--- src/rtl/cost_sched_pkg.sv ---
// Shared types and widths for the cost batch scheduler and its accumulator.
package cost_sched_pkg;

  localparam int unsigned NUM_DIGITS = 10;
  localparam int unsigned CONF_W     = 4;
  localparam int unsigned COST_W     = 8;

  typedef logic [0:NUM_DIGITS-1] label_t;
  typedef logic [0:NUM_DIGITS-1][CONF_W-1:0] weights_t;

  typedef enum logic [2:0] {
    ST_IDLE,
    ST_FETCH,
    ST_ISSUE,
    ST_WAIT_BUSY,
    ST_WAIT_DONE,
    ST_ACCUM,
    ST_DONE
  } cost_sched_state_t;

endpackage

--- src/rtl/cost_accumulator.sv ---
// Saturating batch-cost sum, sample counter, sticky saturation flag and mean
// (sum >> LOG2_BATCH clipped to 8 bits, captured when the batch closes).
module cost_accumulator
  import cost_sched_pkg::*;
#(
  parameter int unsigned BATCH_SIZE = 16,
  parameter int unsigned LOG2_BATCH = 4,
  parameter int unsigned ACC_W      = 16
) (
  input  logic              clk,
  input  logic              rst,
  input  logic              clear,
  input  logic              add,
  input  logic              latch_mean,
  input  logic [COST_W-1:0] cost,
  output logic [ACC_W-1:0]  sum,
  output logic [COST_W-1:0] mean,
  output logic              saturated,
  output logic              last_c
);

  localparam int unsigned CNT_W = LOG2_BATCH;
  localparam int unsigned EXT_W = ACC_W + 1;

  logic [CNT_W-1:0]  count_q, count_d;
  logic [ACC_W-1:0]  sum_q, sum_d;
  logic [COST_W-1:0] mean_q, mean_d;
  logic              sat_q, sat_d;
  logic [EXT_W-1:0]  sum_ext;
  logic [ACC_W-1:0]  shifted;

  always_comb begin
    sum_d   = sum_q;
    count_d = count_q;
    sat_d   = sat_q;
    mean_d  = mean_q;
    sum_ext = EXT_W'(sum_q) + EXT_W'(cost);
    if (clear) begin
      sum_d   = '0;
      count_d = '0;
      sat_d   = 1'b0;
      mean_d  = '0;
    end else if (add) begin
      count_d = count_q + CNT_W'(1);
      if (sum_ext[ACC_W]) begin
        sum_d = '1;
        sat_d = 1'b1;
      end else begin
        sum_d = sum_ext[ACC_W-1:0];
      end
    end
    // Mean uses the post-add sum so it is valid alongside batch_done.
    shifted = sum_d >> LOG2_BATCH;
    if (latch_mean) begin
      mean_d = (shifted > ACC_W'(255)) ? '1 : COST_W'(shifted);
    end
  end

  always_ff @(posedge clk) begin
    if (rst) begin
      sum_q   <= '0;
      count_q <= '0;
      sat_q   <= 1'b0;
      mean_q  <= '0;
    end else begin
      sum_q   <= sum_d;
      count_q <= count_d;
      sat_q   <= sat_d;
      mean_q  <= mean_d;
    end
  end

  assign sum       = sum_q;
  assign mean      = mean_q;
  assign saturated = sat_q;
  assign last_c    = (count_q == CNT_W'(BATCH_SIZE - 1));

endmodule

--- src/rtl/cost_batch_scheduler.sv ---
// Sequences the cost calculator over one training batch and reports sum/mean.
// Optional per-sample wait watchdog enabled by defining COST_WATCHDOG_EN.
module cost_batch_scheduler
  import cost_sched_pkg::*;
#(
  parameter int unsigned BATCH_SIZE = 16,
  parameter int unsigned LOG2_BATCH = 4,
  parameter int unsigned ACC_W      = 16
`ifdef COST_WATCHDOG_EN
  ,
  parameter int unsigned WDOG_LIMIT = 255
`endif
) (
  input  logic              clk,
  input  logic              rst,
  input  logic              start,
  input  logic              sample_valid,
  output logic              sample_ready,
  input  label_t            sample_label,
  input  weights_t          sample_weights,
  output logic              cost_en,
  output label_t            expected_label,
  output weights_t          digit_weights,
  input  logic              calculation_complete,
  input  logic [COST_W-1:0] cost_output,
  output logic              batch_busy,
  output logic              batch_done,
  output logic [ACC_W-1:0]  batch_cost_sum,
  output logic [COST_W-1:0] batch_cost_mean,
  output logic              batch_saturated,
  output logic              batch_error
);

  cost_sched_state_t state_q, state_d;
  label_t            label_q, label_d;
  weights_t          weights_q, weights_d;
  logic              sample_ready_q, sample_ready_d;
  logic              cost_en_q, cost_en_d;
  logic              busy_q, busy_d;
  logic              done_q, done_d;
  logic              acc_clear, acc_add, acc_latch_mean, acc_last_c;
`ifdef COST_WATCHDOG_EN
  logic [7:0]        wdog_q, wdog_d;
  logic              error_q, error_d;
`endif

  always_comb begin
    state_d   = state_q;
    label_d   = label_q;
    weights_d = weights_q;
    cost_en_d = 1'b0;
    acc_clear = 1'b0;
    acc_add   = 1'b0;
`ifdef COST_WATCHDOG_EN
    wdog_d    = '0;
    error_d   = error_q;
`endif
    case (state_q)
      ST_IDLE: begin
        if (start) begin
          acc_clear = 1'b1;
          state_d   = ST_FETCH;
`ifdef COST_WATCHDOG_EN
          error_d   = 1'b0;
`endif
        end
      end
      ST_FETCH: begin
        if (sample_valid && sample_ready_q) begin
          label_d   = sample_label;
          weights_d = sample_weights;
          state_d   = ST_ISSUE;
        end
      end
      ST_ISSUE: begin
        if (calculation_complete) begin
          cost_en_d = 1'b1;
          state_d   = ST_WAIT_BUSY;
        end
      end
      // Wait for the done level to drop first so a stale done is not taken.
      ST_WAIT_BUSY: if (!calculation_complete) state_d = ST_WAIT_DONE;
      ST_WAIT_DONE: if (calculation_complete) state_d = ST_ACCUM;
      ST_ACCUM: begin
        acc_add = 1'b1;
        state_d = acc_last_c ? ST_DONE : ST_FETCH;
      end
      ST_DONE: state_d = ST_IDLE;
      default: state_d = ST_IDLE;
    endcase
`ifdef COST_WATCHDOG_EN
    if (state_q == ST_WAIT_BUSY || state_q == ST_WAIT_DONE) begin
      if (wdog_q == 8'(WDOG_LIMIT)) begin
        state_d = ST_DONE;
        error_d = 1'b1;
      end else begin
        wdog_d = wdog_q + 8'd1;
      end
    end
`endif
    sample_ready_d = (state_d == ST_FETCH);
    busy_d         = (state_d != ST_IDLE);
    done_d         = (state_d == ST_DONE);
  end

  assign acc_latch_mean = (state_d == ST_DONE);

  always_ff @(posedge clk) begin
    if (rst) begin
      state_q        <= ST_IDLE;
      label_q        <= '0;
      weights_q      <= '0;
      sample_ready_q <= 1'b0;
      cost_en_q      <= 1'b0;
      busy_q         <= 1'b0;
      done_q         <= 1'b0;
`ifdef COST_WATCHDOG_EN
      wdog_q         <= '0;
      error_q        <= 1'b0;
`endif
    end else begin
      state_q        <= state_d;
      label_q        <= label_d;
      weights_q      <= weights_d;
      sample_ready_q <= sample_ready_d;
      cost_en_q      <= cost_en_d;
      busy_q         <= busy_d;
      done_q         <= done_d;
`ifdef COST_WATCHDOG_EN
      wdog_q         <= wdog_d;
      error_q        <= error_d;
`endif
    end
  end

  cost_accumulator #(
    .BATCH_SIZE (BATCH_SIZE),
    .LOG2_BATCH (LOG2_BATCH),
    .ACC_W      (ACC_W)
  ) u_acc (
    .clk        (clk),
    .rst        (rst),
    .clear      (acc_clear),
    .add        (acc_add),
    .latch_mean (acc_latch_mean),
    .cost       (cost_output),
    .sum        (batch_cost_sum),
    .mean       (batch_cost_mean),
    .saturated  (batch_saturated),
    .last_c     (acc_last_c)
  );

  assign sample_ready   = sample_ready_q;
  assign cost_en        = cost_en_q;
  assign expected_label = label_q;
  assign digit_weights  = weights_q;
  assign batch_busy     = busy_q;
  assign batch_done     = done_q;
`ifdef COST_WATCHDOG_EN
  assign batch_error    = error_q;
`else
  assign batch_error    = 1'b0;
`endif

endmodule

--- config.mk ---
export PLATFORM = sky130hd
export DESIGN_NAME = cost_batch_scheduler
export DESIGN_NICKNAME = d
export VERILOG_FILES = /design/src/rtl/cost_sched_pkg.sv /design/src/rtl/cost_accumulator.sv /design/src/rtl/cost_batch_scheduler.sv
export SDC_FILE = /design/constraint.sdc
export NUM_CORES = 1
export LEC_CHECK = 0
export CAP_MARGIN = 0
export CELL_PAD_IN_SITES_DETAIL_PLACEMENT = 1
export CELL_PAD_IN_SITES_GLOBAL_PLACEMENT = 2
export CORE_AREA = 2 2 106 108
export CTS_CLUSTER_SIZE = 40
export DETAILED_ROUTE_END_ITERATION = 7
export DIE_AREA = 0 0 108 110
export DONT_BUFFER_PORTS = 1
export GPL_TIMING_DRIVEN = 0
export PLACE_DENSITY = 0.89
export SLEW_MARGIN = 20
export SYNTH_ARGS = -nofsm -noshare
export SYNTH_HDL_FRONTEND = slang
export SYNTH_SLANG_ARGS = --single-unit
export TNS_END_PERCENT = 100
--- constraint.sdc ---
create_clock -name clk -period 3.6 [get_ports clk]
set_input_delay 0.72 -clock clk [delete_from_list [all_inputs] [get_ports clk]]
set_output_delay 0.72 -clock clk [all_outputs]
set_load 0.1 [all_outputs]
==> run summary <==
Synth Area in Compound Gates: 0.186
Reg-to-reg startpoint: u_acc.sum[1]
Worst hold path endpoint: expected_label[3]
Outcome: finished clean
IR drop worst, VDD: 0.179 mV
Clock power share: 0.350
Crit path arrival time: 3.57 ns
CTS Hold Bufs: 0
Non-filler cells, final: 597
Netlist cell types: 45
Largest family of logic cells by synthesized area: simple AND/OR/NAND/NOR gates
CTS Sinks: 86
WL per Instance: 16.5 microns
Final period util: 0.930
Slew headroom: 0.244
Worst setup SP type: register
Internal cell power: 0.00128 W
Initial core utilization: 0.336
Synth Area in Simple Gates: 0.221
H-tree levels: 3
WL final: 9.86 mm
Die height: 110 microns
NetSw: 0.000543 W
Initial antenna violation count: 0
Post-DRT Antenna Nets: 0
Placed cells: 581
Sequential fraction of design power: 0.599
PortBufs: 0
Latest clock arrival within the worst-skew pair: 0.36 ns
Fin. max-slew vios: 0
Number of remaining DRC errors: 0
Post-DR vias/cell: 5.15
Maxcap violations: 0
Die width: 108 microns
Area delta synth->final: 10.2%
FF-to-FF path depth: 9
Min cycle time layout: 3.35 ns
Commonest non-fill, non-tap cell in the layout: nand2_1
TritonRoute pass-1 iters: 4
Clk slew on worst S/H paths: 0.09 ns
Global Route Usage Sum: 0.165
DPL Wire Length: 7.59 mm
Area share of fa/ha/maj cells after synthesis: 0.0369
DRT iter0 DRCs: 121
Pwr Density: 461 nW/um^2
# setup viols final: 0
# diodes: 0
Post-synthesis mux area share: 0.00836
Fillers: 1,318
Syn Nets: 514
Sequential area share after synthesis: 0.479
GP Congestion: 0.848
Post-synthesis xor/xnor area fraction: 0.0244
Clock root buffer: clkbuf_8
Hold path start: sample_label[3]
Share of layout cells above drive strength 1: 0.0613
Worst slew pin tran: 1.13 ns
Critical R2R Capture: u_acc.mean[5]
# IOs: 143
Die Area: 11,900 sq um
FP Rows: 38
Max Root-Sink Buffers: 2
Flop-to-flop setup slack: 0.25 ns
Crit-path max FO: 8
TritonCTS clock tree: done
Syn Area/Cell: 8.15 sq um
Hold path depth: 2
# nets final: 525
Critical path class: reg2reg
First-pass GRT wire length: 15.2 mm
Synthesis-stage register bit count: 86
WP data required: 3.82 ns
Setup crit end kind: register
Total gr overflow: 0
Ys Warns: 0
Logic pwr share: 0.051
Lkg Pwr: 1.42 nW
Number of CTS-inserted buffers: 9
Largest net degree at the start of global routing: 15
Detailed-route via count: 3,076
Vias in the first global route: 3,064
Most frequent cells in the layout: 120 x nand2_1, 82 x dfxtp_1, 66 x a21oi_1, 22 x clkbuf_1, 16 x o21ai_0
Final Hold Fails: 0
Power after layout: 0.00183 W
Worst min path class: in2reg
Post-Synthesis Cells: 441
RSZ-0062 raised after global routing: no
Fmax: 299 MHz
Placeable Area: 10,700 sq um
Sw Share: 0.298
Skew final: 0.0100 ns
Mapped Area: 3590 sq um
[synth_stat cells, drive strengths merged]
cell       n  share of area
nand2    120           0.13
dfxtp     86           0.48
a21oi     66          0.092
clkbuf    22          0.023
o21ai     16          0.022
nor2      15          0.016
inv       11          0.011
ha         9          0.031
and3       7          0.012
a31oi      6          0.010
nand3      6         0.0084
nor3       6         0.0084
and4       5          0.012
nand4      5         0.0087
o211ai     5          0.010
o21a       5          0.010
xnor2      5          0.012
xor2       5          0.012
and2       4         0.0084
buf        4         0.0080
or3        4         0.0070
a21o       3         0.0063
mux2i      3         0.0084
nor2b      2         0.0035
nor4       2         0.0035
o211a      2         0.0056
o311ai     2         0.0049
a211o      1         0.0024
a211oi     1         0.0021
a21boi     1         0.0021
a221oi     1         0.0024
a2bb2oi    1         0.0024
a41oi      1         0.0024
and3b      1         0.0024
conb       1         0.0010
fa         1         0.0056
nand2b     1         0.0017
o2111ai    1         0.0024
o22ai      1         0.0017
o31ai      1         0.0059
or2        1         0.0017
or4        1         0.0021
[registers in the layout (all words and copies together), names as in the netlist]
name	count
cost_en	1
expected_label	10
digit_weights	40
state_q	3
u_acc.sum	16
u_acc.count_q	4
u_acc.saturated	1
batch_done	1
u_acc.mean	8
sample_ready	1
batch_busy	1
[power groups by stage]
stage	combinational, W	clock (W)	sequential [W]
finish	0.0000930	0.000639	0.00109
detailed placement	0.0000938	0	0.00112
floorplan	0.0000708	0	0.00111
global route	0.000106	0.000707	0.00110
CTS	0.0000942	0.000662	0.00110
global placement	0.0000899	0	0.00112
[stage by stage]
step           instance area (sq um)  setup TNS, ns  utilization  setup WS, ns  hold slack [ns]
5_1_grt                         3960              0        0.370     0.0000799            0.466
3_5_place_dp                    3770          -1.82        0.352        -0.261            0.480
2_1_floorplan                   3590              0            -         0.252            0.453
6_report                        3960              0        0.370         0.253            0.486
3_3_place_gp                    3770          -1.64        0.352        -0.228            0.467
4_1_cts                         3960              0        0.370        0.0755            0.468
[final cells by class]
cell class              instances  area [sq um]  area share
clock inverters                 5          33.8     0.00853
clock buffers                  11           151      0.0382
inverters                      11          41.3      0.0104
multi-input cells             318          1720       0.434
well taps                     140           175      0.0442
flip-flops and latches         86          1730       0.437
plain buffers                  26           111      0.0281
[how the worst max path moves through the flow]
stage            startpoint             to  slack [ns]  depth (start not counted)
2_1_floorplan  u_acc.sum[0]  u_acc.mean[5]        0.25                         10
3_3_place_gp   u_acc.sum[0]  u_acc.mean[5]       -0.23                         10
3_5_place_dp   u_acc.sum[0]  u_acc.mean[5]       -0.26                         10
4_1_cts        u_acc.sum[0]  u_acc.mean[5]        0.08                         10
5_1_grt        u_acc.sum[1]  u_acc.mean[5]     0.00008                          9
6_report       u_acc.sum[1]  u_acc.mean[5]        0.25                          9
[worst max-delay path, cell delays in order, from the launching register on]
cell and delay, ns:
dfxtp_2 0.69, inv_1 0.17, fa_1 0.46, nor2b_1 0.17, o2111ai_1 0.20, a41oi_1 0.49
nand3_1 0.21, mux2i_1 0.20, o31ai_4 0.45, o311ai_1 0.17
[layer usage]
metal,wire length (microns),vias to the layer above,part of all wire,GRT usage
met5,0,-,0,0
li1,-,1520,-,-
met1,4070,1452,0.41,0.188
met2,4780,91,0.48,0.276
met4,174,0,0.018,0.0696
met3,830,13,0.084,0.0629
[logic make-up (layout without fill, tap and decap cells)]
| kind of cell | after synthesis | in the layout |
|---|---|---|
| muxes | 3 | 3 |
| and+or+nand+nor | 180 | 180 |
| xor gates and xnor gates | 10 | 10 |
| buffers and inverters | 37 | 53 |
| AOI/OAI and AO/OA | 114 | 114 |
| other | 1 | 1 |
| adders and majority gates | 10 | 10 |
| DFF | 86 | 86 |
[timing repair]
action	CTS	global route
setup endpoints to repair	8	10
buffers inserted	0	0
gates resized for setup	2	3
Power figures use the tool's default switching activity.
